File: config.mk
export PLATFORM = sky130hd
export DESIGN_NAME = if_stage
export DESIGN_NICKNAME = d
export VERILOG_FILES = /design/src/rtl/if_stage.sv
export SDC_FILE = /design/constraint.sdc
export NUM_CORES = 1
export LEC_CHECK = 0
export CAP_MARGIN = 10
export CORE_MARGIN = 8
export CORE_UTILIZATION = 46
export CTS_CLUSTER_SIZE = 8
export DETAILED_ROUTE_END_ITERATION = 16
export PLACE_DENSITY_LB_ADDON = 0.08
export SYNTH_ARGS = -nofsm -noshare
export SYNTH_HDL_FRONTEND = slang
export SYNTH_SLANG_ARGS = --single-unit
File: constraint.sdc
create_clock -name clock -period 4.4 [get_ports clock]
set_clock_uncertainty 0.15 [all_clocks]
set_input_delay 0.88 -clock clock [delete_from_list [all_inputs] [get_ports clock]]
set_output_delay 0.88 -clock clock [all_outputs]
set_load 0.01 [all_outputs]
File: src/rtl/if_stage.sv
// Instruction-fetch stage: owns the PC, drives instruction-memory address and
// captures fetched words into the IF/ID register with stall, redirect/flush and HALT handling.
module if_stage #(
  parameter int unsigned       ADDR_W   = 8,
  parameter int unsigned       DATA_W   = 16,
  parameter logic [ADDR_W-1:0] RESET_PC = 8'h00,
  parameter logic [4:0]        HALT_OP  = 5'b00001,
  parameter logic [DATA_W-1:0] NOP_WORD = 16'h0000
) (
  input  logic              clock,
  input  logic              reset,
  input  logic              start,
  input  logic              stall,
  input  logic              redirect,
  input  logic [ADDR_W-1:0] redirect_pc,
  output logic [ADDR_W-1:0] im_addr,
  input  logic [DATA_W-1:0] im_data,
  output logic [DATA_W-1:0] id_ir,
  output logic [ADDR_W-1:0] id_pc,
  output logic              id_valid,
  output logic              running,
  output logic              halted
);

  typedef enum logic [1:0] {
    ST_IDLE   = 2'b00,
    ST_RUN    = 2'b01,
    ST_HALTED = 2'b10
  } state_t;

  localparam logic [ADDR_W-1:0] PC_ONE = ADDR_W'(1);

  state_t              state_r, state_nxt_s;
  logic [ADDR_W-1:0]   pc_r, pc_nxt_s;
  logic [DATA_W-1:0]   ir_r, ir_nxt_s;
  logic [ADDR_W-1:0]   idpc_r, idpc_nxt_s;
  logic                valid_r, valid_nxt_s;
  logic                is_halt_s;

  assign is_halt_s = (im_data[DATA_W-1 -: 5] == HALT_OP);

  // State and IF/ID register update; reset wins over everything
  always_ff @(posedge clock) begin
    if (!reset) begin
      state_r <= ST_IDLE;
      pc_r    <= RESET_PC;
      ir_r    <= NOP_WORD;
      idpc_r  <= '0;
      valid_r <= 1'b0;
    end else begin
      state_r <= state_nxt_s;
      pc_r    <= pc_nxt_s;
      ir_r    <= ir_nxt_s;
      idpc_r  <= idpc_nxt_s;
      valid_r <= valid_nxt_s;
    end
  end

  // Next-state and next-datapath selection: redirect > stall > normal fetch
  always_comb begin
    state_nxt_s = state_r;
    pc_nxt_s    = pc_r;
    ir_nxt_s    = ir_r;
    idpc_nxt_s  = idpc_r;
    valid_nxt_s = valid_r;
    case (state_r)
      ST_IDLE: begin
        ir_nxt_s    = NOP_WORD;
        valid_nxt_s = 1'b0;
        if (start) begin
          state_nxt_s = ST_RUN;
        end else begin
          state_nxt_s = ST_IDLE;
        end
      end
      ST_RUN: begin
        if (redirect) begin
          pc_nxt_s    = redirect_pc;
          ir_nxt_s    = NOP_WORD;
          valid_nxt_s = 1'b0;
        end else if (stall) begin
          state_nxt_s = ST_RUN;
        end else begin
          ir_nxt_s    = im_data;
          idpc_nxt_s  = pc_r;
          valid_nxt_s = 1'b1;
          // HALT is delivered to decode but the PC stops on it
          if (is_halt_s) begin
            state_nxt_s = ST_HALTED;
          end else begin
            pc_nxt_s = pc_r + PC_ONE;
          end
        end
      end
      ST_HALTED: begin
        if (redirect) begin
          pc_nxt_s    = redirect_pc;
          ir_nxt_s    = NOP_WORD;
          valid_nxt_s = 1'b0;
          state_nxt_s = ST_RUN;
        end else if (stall) begin
          state_nxt_s = ST_HALTED;
        end else begin
          ir_nxt_s    = NOP_WORD;
          valid_nxt_s = 1'b0;
        end
      end
      default: begin
        state_nxt_s = ST_IDLE;
        ir_nxt_s    = NOP_WORD;
        valid_nxt_s = 1'b0;
      end
    endcase
  end

  // Status decode of the state register
  always_comb begin
    running = 1'b0;
    halted  = 1'b0;
    case (state_r)
      ST_RUN:    running = 1'b1;
      ST_HALTED: halted  = 1'b1;
      default: begin
        running = 1'b0;
        halted  = 1'b0;
      end
    endcase
  end

  assign im_addr  = pc_r;
  assign id_ir    = ir_r;
  assign id_pc    = idpc_r;
  assign id_valid = valid_r;

endmodule

# Word-level counts from Yosys, hierarchy flattened
# Index checks and enable logic that the tools add are counted.
dict set report op_classes {
  addsub 1
  multipliers 0
  div_mod_pow 0
  n_lt_le_gt_ge 0
  eq_ne 10
  n_shift 0
  n_mux 24
  bitwise 2
  reduce_logical 6
}
# operator count
set op_table {}
lappend op_table {{$mux 16} 4}
lappend op_table {{$mux 8} 4}
lappend op_table {{$pmux 16 s2} 1}
lappend op_table {{$pmux 8 s2} 1}
lappend op_table {{$ne 3x3->1 const B} 5}
lappend op_table {{$mux 2} 5}
lappend op_table {{$add 8x1->8 const B} 1}
lappend op_table {{$mux 1} 7}
lappend op_table {{$pmux 2 s3} 1}
lappend op_table {{$reduce_and 3->1} 2}
lappend op_table {{$eq 5x1->1 const B} 1}
lappend op_table {{$ne 2x2->1 const B} 2}
lappend op_table {{$reduce_and 4->1} 1}
lappend op_table {{$eq 2x1->1 const B} 1}
lappend op_table {{$eq 2x2->1 const B} 1}
lappend op_table {{$logic_not 2->1} 1}
lappend op_table {{$not 1->1} 2}
lappend op_table {{$pmux 1 s2} 1}
lappend op_table {{$reduce_and 2->1} 1}
lappend op_table {{$reduce_bool 2->1} 1}
dict set report word_totals {
  reg_bits 35
  latchBits 0
  mem_bits_rw 0
  rom_bits 0
  elab_cells 48
  mem_count 0
}

# Longest topological paths before layout
# Gate-level depths: netlist of the first run.
dict set report logic_depth {
  depth_word 5
  mapped_depth 6
  ltp_nobuf 5
}

# Worst setup path before layout of the first run
# Ideal clock, no wire load.
dict set report synth_path {
  path_kind {input-to-reg}
  from {in stall}
  to {reg pc_r[6], in the netlist im_addr[6]}
  setup_time_ns 0.119
  arrival_ns 1.959
  setup_slack_ns 2.172
  stages 6
  path_buffers 2
  path_cell_list {buf_2 > nor2b_4 > a211o_4 > and2_4 > buf_6 > o221a_1}
}
dict set report synth_via {
  elab_chain_cells 2
}
# element line
set synth_lines {}
lappend synth_lines {{start: declaration} 13} ;# input logic stall,
lappend synth_lines {{$ne 3x3->1 (no source line)} n/a}
lappend synth_lines {{$reduce_and 4->1 (no source line)} n/a}
lappend synth_lines {{end signal: assignment} 52} ;# pc_r <= pc_nxt_s;
lappend synth_lines {{end: declaration} 34} ;# logic [ADDR_W-1:0] pc_r, pc_nxt_s;
# No other way between the ends.
# A chain may end at the register's enable or synchronous reset.

# Worst setup path after layout of the first run
dict set report layout_path {
  from {in redirect}
  to {reg pc_r[1], in the netlist im_addr[1]}
}
dict set report layout_via {
  elab_chain_cells 2
  elab_cells_between_ends 6
  cone_classes {3 x eq/ne; 2 x mux; 1 x reduce/logical}
}
# element line
set layout_lines {}
lappend layout_lines {{start: declaration} 14} ;# input logic redirect,
lappend layout_lines {{$ne 3x3->1 (no source line) (tied with other cells)} n/a}
lappend layout_lines {{$reduce_and 4->1 (no source line) / $pmux 8 s2 (equally long branches)} n/a}
# Several ways; a longest one is shown, not always the timed one.

==> results of run 1 <==
## layout make-up
cell class,instances,area (sq um)
Clock buffer,6,51.3
Clock inverter,1,5.00
Fill cell,286,1070
Inverter,6,22.5
Multi-Input combinational cell,127,847
Sequential cell,35,701
Tap cell,46,57.6
Timing Repair Buffer,64,638
## per-layer routing
layer	global-route usage	up-vias	wire length, um
met2	0.305	47	2520
met1	0.191	741	1850
met4	0.0640	0	91
met5	0	-	0
li1	-	773	-
met3	0.0526	9	316
## where the power goes
group	leakage (nW)	total (mW)	internal, mW	switching [mW]
registers	0.284	0.333	0.324	0.00872
clock network	0.0341	0.179	0.0740	0.105
logic	0.472	0.0987	0.0540	0.0447
total	0.789	0.611	0.452	0.158
## registers in the layout, summed over array words and instances (netlist names)
signal / flops
id_ir: 16
id_valid: 1
id_pc: 8
im_addr: 8
state_r: 2
## worst paths after layout
path	cells past startpoint	end
min	2	id_pc[3]
min reg2reg	2	id_pc[3]
max reg2reg	5	im_addr[6]
max	5	im_addr[1]
## Yosys cell counts, types with 2 or more instances
master and n:
nor2_1 17, nor4b_1 7, a22oi_1 15, a21oi_1 18
o221a_1 2, nand2b_4 2, a2bb2oi_1 4, o21ai_0 2
nand2_1 25, clkbuf_1 4, dfxtp_1 35, nand3_1 3
or3_1 2, nor3_1 4, inv_1 5, buf_2 8
o32ai_2 5
## kinds of logic after synthesis
group	after synthesis	share of synthesized area
buffers and inverters	21	0.0609
flip-flops	35	0.427
multiplexers	1	0.00685
AO/OA/AOI/OAI	56	0.275
AND/OR/NAND/NOR	69	0.223
adder cells (fa/ha/maj)	1	0.00761
## per-stage QoR
stage / hold slack [ns] / util / power [mW]
2_1_floorplan: 0.329 / - / 0.390
3_3_place_gp: 0.293 / 0.669 / 0.436
3_5_place_dp: 0.298 / 0.669 / 0.439
4_1_cts: 0.313 / 0.685 / 0.617
5_1_grt: 0.337 / 0.685 / 0.640
6_report: 0.315 / 0.685 / 0.611
## cell usage in the layout (no fill, tap or decap), types with 2 or more instances in the layout
cell	instances
a2bb2oi_1	4
nor4b_1	7
clkdlybuf4s50_1	63
a21oi_1	18
nand2_1	25
clkbuf_4	5
a22oi_1	15
nand2b_4	2
o221a_1	2
nor3_1	3
o32ai_2	5
nor2_1	17
nand3_1	3
or3_1	2
dfxtp_1	35
o21ai_0	2
inv_1	5
## worst min-delay path: cells and delay by family (launching register included)
family / cells / cell delay, ns
AOI/OAI and AO/OA: 1 / 0.05
DFF: 1 / 0.32
and+or+nand+nor: 1 / 0.05
==> results.yml, run 1 <==
worst_hold_path:
  hp-class: "reg2reg"
  worstHoldStart: "id_pc[3]"
sta:
  setup_ws_ns: 1.50
  rsz0062_at_grt: "no"
  slew_violations: 0
  min_period_ns: 2.90
  min_period_over_period: 0.660
  tightest_slew_ns: 1.06
  finalSetupViolations: 0
  clock.fmax_mhz: 344
  tns_ns: 0
  relSlewSlack: 0.295
  finalHoldViolCount: 0
drt:
  routed_wl_um: 4770
  viasPerCell: 5.51
  first_pass_iters: 4
  detail-route-antenna-nets: 0
  num_vias: 1570
  drc: 0
  wl_per_cell_um: 16.7
  drt_iter0_drc: 155
floorplan:
  die_y_um: 75.8
  core_sq_um: 3390
  start_util: 0.485
  rows: 21
  die_x_um: 75.8
  fp.dieArea_sq_um: 5740
  pin_count: 64
layout:
  stdcell_count: 285
  antennaDiodeCount: 0
  area_growth_pct: 41.4
  drive_above_1_share: 0.105
  fin_nets: 269
  fin_area_sq_um: 2320
cts:
  clkTransAtPathRegs_ns: 0.10
  root_buffer: "clkbuf_4"
  htreeDepth: 2
  tritoncts: "built"
  worstSkewPairLatency_ns: 0.33
  cts_buffer_depth: 2
  numCtsBuffers: 5
  ctsResizeCount: 0
  post_cts_buffers: 0
  ctsHoldBuffers: 0
  cts.sinks: 35
synthesis:
  ys_seq_elements: 35
  synthesis.nets: 213
  yosys.area.top_type: "dfxtp_1"
  yosys-top-cells-area: "dfxtp_1 43%, a22oi_1 6.9%, nand2_1 5.7%"
  syn_area_sq_um: 1640
  synth-edff-count: 0
  ys.warnings.count: 0
  syn_avg_cell_area_sq_um: 8.98
  synth_top_area_frac: 0.427
  synth-async-reset-ratio: 0
  syn_inst: 183
  ys_seq_area_frac: 0.427
  ys.flop_type: "dfxtp_1"
  ys_types: 42
worst_setup_path:
  startpoint_type: "input pin"
  critPathBufInv: 1
  critPathLaunch: "redirect"
  path_max_fanout: 22
  critical_path.top_delay_family: "buffers and inverters"
  r2r-start: "state_r[1]"
  crit_chain: "clkdlybuf4s50_1 -> nor4_2 -> a211o_4 -> a221oi_1 -> a211oi_2"
  crit_path_max_incr_delay_ns: 1.04
  cp.required_ns: 4.43
  cp-end-kind: "flip-flop"
  ff2ff_setup_slack_ns: 2.56
  critPathSlowestCell: "clkdlybuf4s50_1"
  path_class: "in2reg"
  arrival_ns: 2.93
outcome:
  status: "completed"
placement:
  placed_area_sq_um: 2270
  dp_cells: 278
  portBuffers: 63
  pre_cts_ws_ns: 1.18
  routabilityCongestion: 0.812
  place_hpwl_um: 3530
power:
  power.density_nw_per_um2: 263
  ir_worst_vdd_mv: 0.257
  p_leak_nw: 0.789
global_route:
  grt.total_usage: 0.174
  grt_pass1_vias: 1616
  antenna_found_initial: 0
  grt_pass1_wl_um: 7580
  overflow: 0
  grt_start_max_net_pins: 32
run:
  cap_violations: 0
(Power assumes the default switching activity.)
==> inputs of run 2 (changes only) <==
--- a/config.mk
+++ b/config.mk
@@ -7,7 +7,7 @@
 export LEC_CHECK = 0
 export CAP_MARGIN = 10
 export CORE_MARGIN = 8
-export CORE_UTILIZATION = 46
+export CORE_UTILIZATION = 39
 export CTS_CLUSTER_SIZE = 8
 export DETAILED_ROUTE_END_ITERATION = 16
 export PLACE_DENSITY_LB_ADDON = 0.08
==> constraint.sdc (replaced) <==
create_clock -name clock -period 2.35 [get_ports clock]
set_clock_uncertainty 0.15 [all_clocks]
set_input_delay 0.47 -clock clock [delete_from_list [all_inputs] [get_ports clock]]
set_output_delay 0.47 -clock clock [all_outputs]
set_load 0.01 [all_outputs]
==> results.yml, run 2 (synthesized netlist as in run 1, its figures left out) <==
sta:
  min_period_over_period: 0.925
  finalSetupViolations: 0
  rsz0062_at_grt: "no"
  relSlewSlack: 0.491
  min_period_ns: 2.17
  finalHoldViolCount: 0
  tightest_slew_ns: 0.759
  clock.fmax_mhz: 460
  slew_violations: 0
global_route:
  grt.total_usage: 0.139
  grt_start_max_net_pins: 18
  antenna_found_initial: 0
  grt_pass1_vias: 1496
  grt_pass1_wl_um: 7250
  overflow: 0
layout:
  final_cell_mix: "63 x clkdlybuf4s50_1, 35 x dfxtp_1, 25 x nand2_1"
  drive_above_1_share: 0.134
  fin_area_sq_um: 2420
  largest_reg_flops: 16
  fin_nets: 277
  fillers: 351
  layout_commonest_cell: "clkdlybuf4s50_1"
  area_growth_pct: 47.2
  antennaDiodeCount: 0
  post-route-util: 0.600
drt:
  wl_per_cell_um: 15.7
  num_vias: 1603
  viasPerCell: 5.40
  drt_iter0_drc: 116
  detail-route-antenna-nets: 0
  drc: 0
  routed_wl_um: 4650
  first_pass_iters: 4
floorplan:
  die_x_um: 80.9
  pin_count: 64
  rows: 23
  die_y_um: 80.9
  fp.dieArea_sq_um: 6540
  start_util: 0.408
  core_sq_um: 4030
outcome:
  status: "completed"
cts:
  numCtsBuffers: 5
  post_cts_buffers: 0
  root_buffer: "clkbuf_8"
  cts_buffer_depth: 2
  ctsHoldBuffers: 0
  tritoncts: "built"
  cts.sinks: 35
  htreeDepth: 2
  worstSkewPairLatency_ns: 0.28
  clkTransAtPathRegs_ns: 0.06
  ctsResizeCount: 0
worst_setup_path:
  r2r-end: "id_ir[13]"
  reg2reg_depth: 4
  r2r-start: "state_r[1]"
  crit_path_end: "halted"
  path_class: "reg2out"
  arrival_ns: 1.55
  critPathLaunch: "state_r[0]"
  cp.required_ns: 1.73
  critical_path.top_delay_family: "buffers and inverters"
  critPathBufInv: 2
  cp-end-kind: "output port"
  crit_chain: "nand2b_4 -> inv_2 -> clkdlybuf4s50_1"
  path_max_fanout: 11
  cp.depth: 3
  crit_path_max_incr_delay_ns: 0.57
  ff2ff_setup_slack_ns: 0.62
  startpoint_type: "flip-flop"
  critPathSlowestCell: "clkdlybuf4s50_1"
placement:
  place_hpwl_um: 3560
  routabilityCongestion: 0.820
  placed_area_sq_um: 2330
  portBuffers: 63
power:
  power.density_nw_per_um2: 517
  ir_worst_vdd_mv: 0.339
  p_leak_nw: 0.841
worst_hold_path:
  hp-class: "reg2reg"
run:
  cap_violations: 0
==> run 2: changes by cell type in the layout (fill, tap and decap cells not counted), sizes merged <==
cell and change:
buf +8
==> run 2: area by class of cell <==
| class | instances | area, sq um | area share |
|---|---|---|---|
| multi-input combinational | 127 | 847 | 0.350 |
| timing repair buffer | 72 | 698 | 0.289 |
| clock inverter | 1 | 5.00 | 0.00207 |
| clock buffer | 6 | 82.6 | 0.0341 |
| tap | 50 | 62.6 | 0.0259 |
| inverter | 6 | 22.5 | 0.00931 |
| sequential | 35 | 701 | 0.290 |
==> run 2: metal layers <==
layer  GRT usage  vias up  routed length, um
met1       0.170      752               2040
met2       0.218       55               2160
met4      0.0518        0                 74
li1            -      788                  -
met5           0        -                  0
met3      0.0519        8                373
==> run 2: worst min path at each step <==
stage | depth (start not counted) | from | slack [ns] | to
final | 2 | id_pc[6] | 0.31 | id_pc[6]
after global routing | 2 | id_pc[1] | 0.33 | id_pc[1]
after CTS | 2 | id_pc[1] | 0.31 | id_pc[1]
after detailed placement | 2 | id_pc[1] | 0.30 | id_pc[1]
after global placement | 2 | id_pc[1] | 0.29 | id_pc[1]
after floorplan | 1 | state_r[0] | 0.33 | state_r[0]
==> run 2: power by group <==
group          internal, mW  switching (mW)
clock                 0.230           0.203
combinational         0.110          0.0843
sequential            0.607          0.0169
total                 0.947           0.304
==> run 2: stage by stage <==
step	total power [mW]	hold WS [ns]	TNS, ns	cells	worst slack, ns
finish	1.25	0.307	0	297	0.176
global route	1.30	0.332	0	297	0.0830
CTS	1.26	0.308	0	297	0.160
detailed placement	0.831	0.299	-0.279	290	-0.0448
global placement	0.826	0.294	0	290	0.0461
floorplan	0.730	0.329	0	183	0.532
==> run 2: worst min-delay path: cells and delay by family (launching register included) <==
kind / cells / cell delay (ns)
simple gates: 1 / 0.05
compound gates: 1 / 0.05
flops: 1 / 0.31
==> inputs of run 3 (changes only) <==
--- a/config.mk
+++ b/config.mk
@@ -11,6 +11,8 @@
 export CTS_CLUSTER_SIZE = 8
 export DETAILED_ROUTE_END_ITERATION = 16
 export PLACE_DENSITY_LB_ADDON = 0.08
+export SKIP_LAST_GASP = 1
 export SYNTH_ARGS = -nofsm -noshare
 export SYNTH_HDL_FRONTEND = slang
 export SYNTH_SLANG_ARGS = --single-unit
+export TNS_END_PERCENT = 20
==> results of run 3 <==
No change in the layout: final DEF, timing and power equal those of run 2.
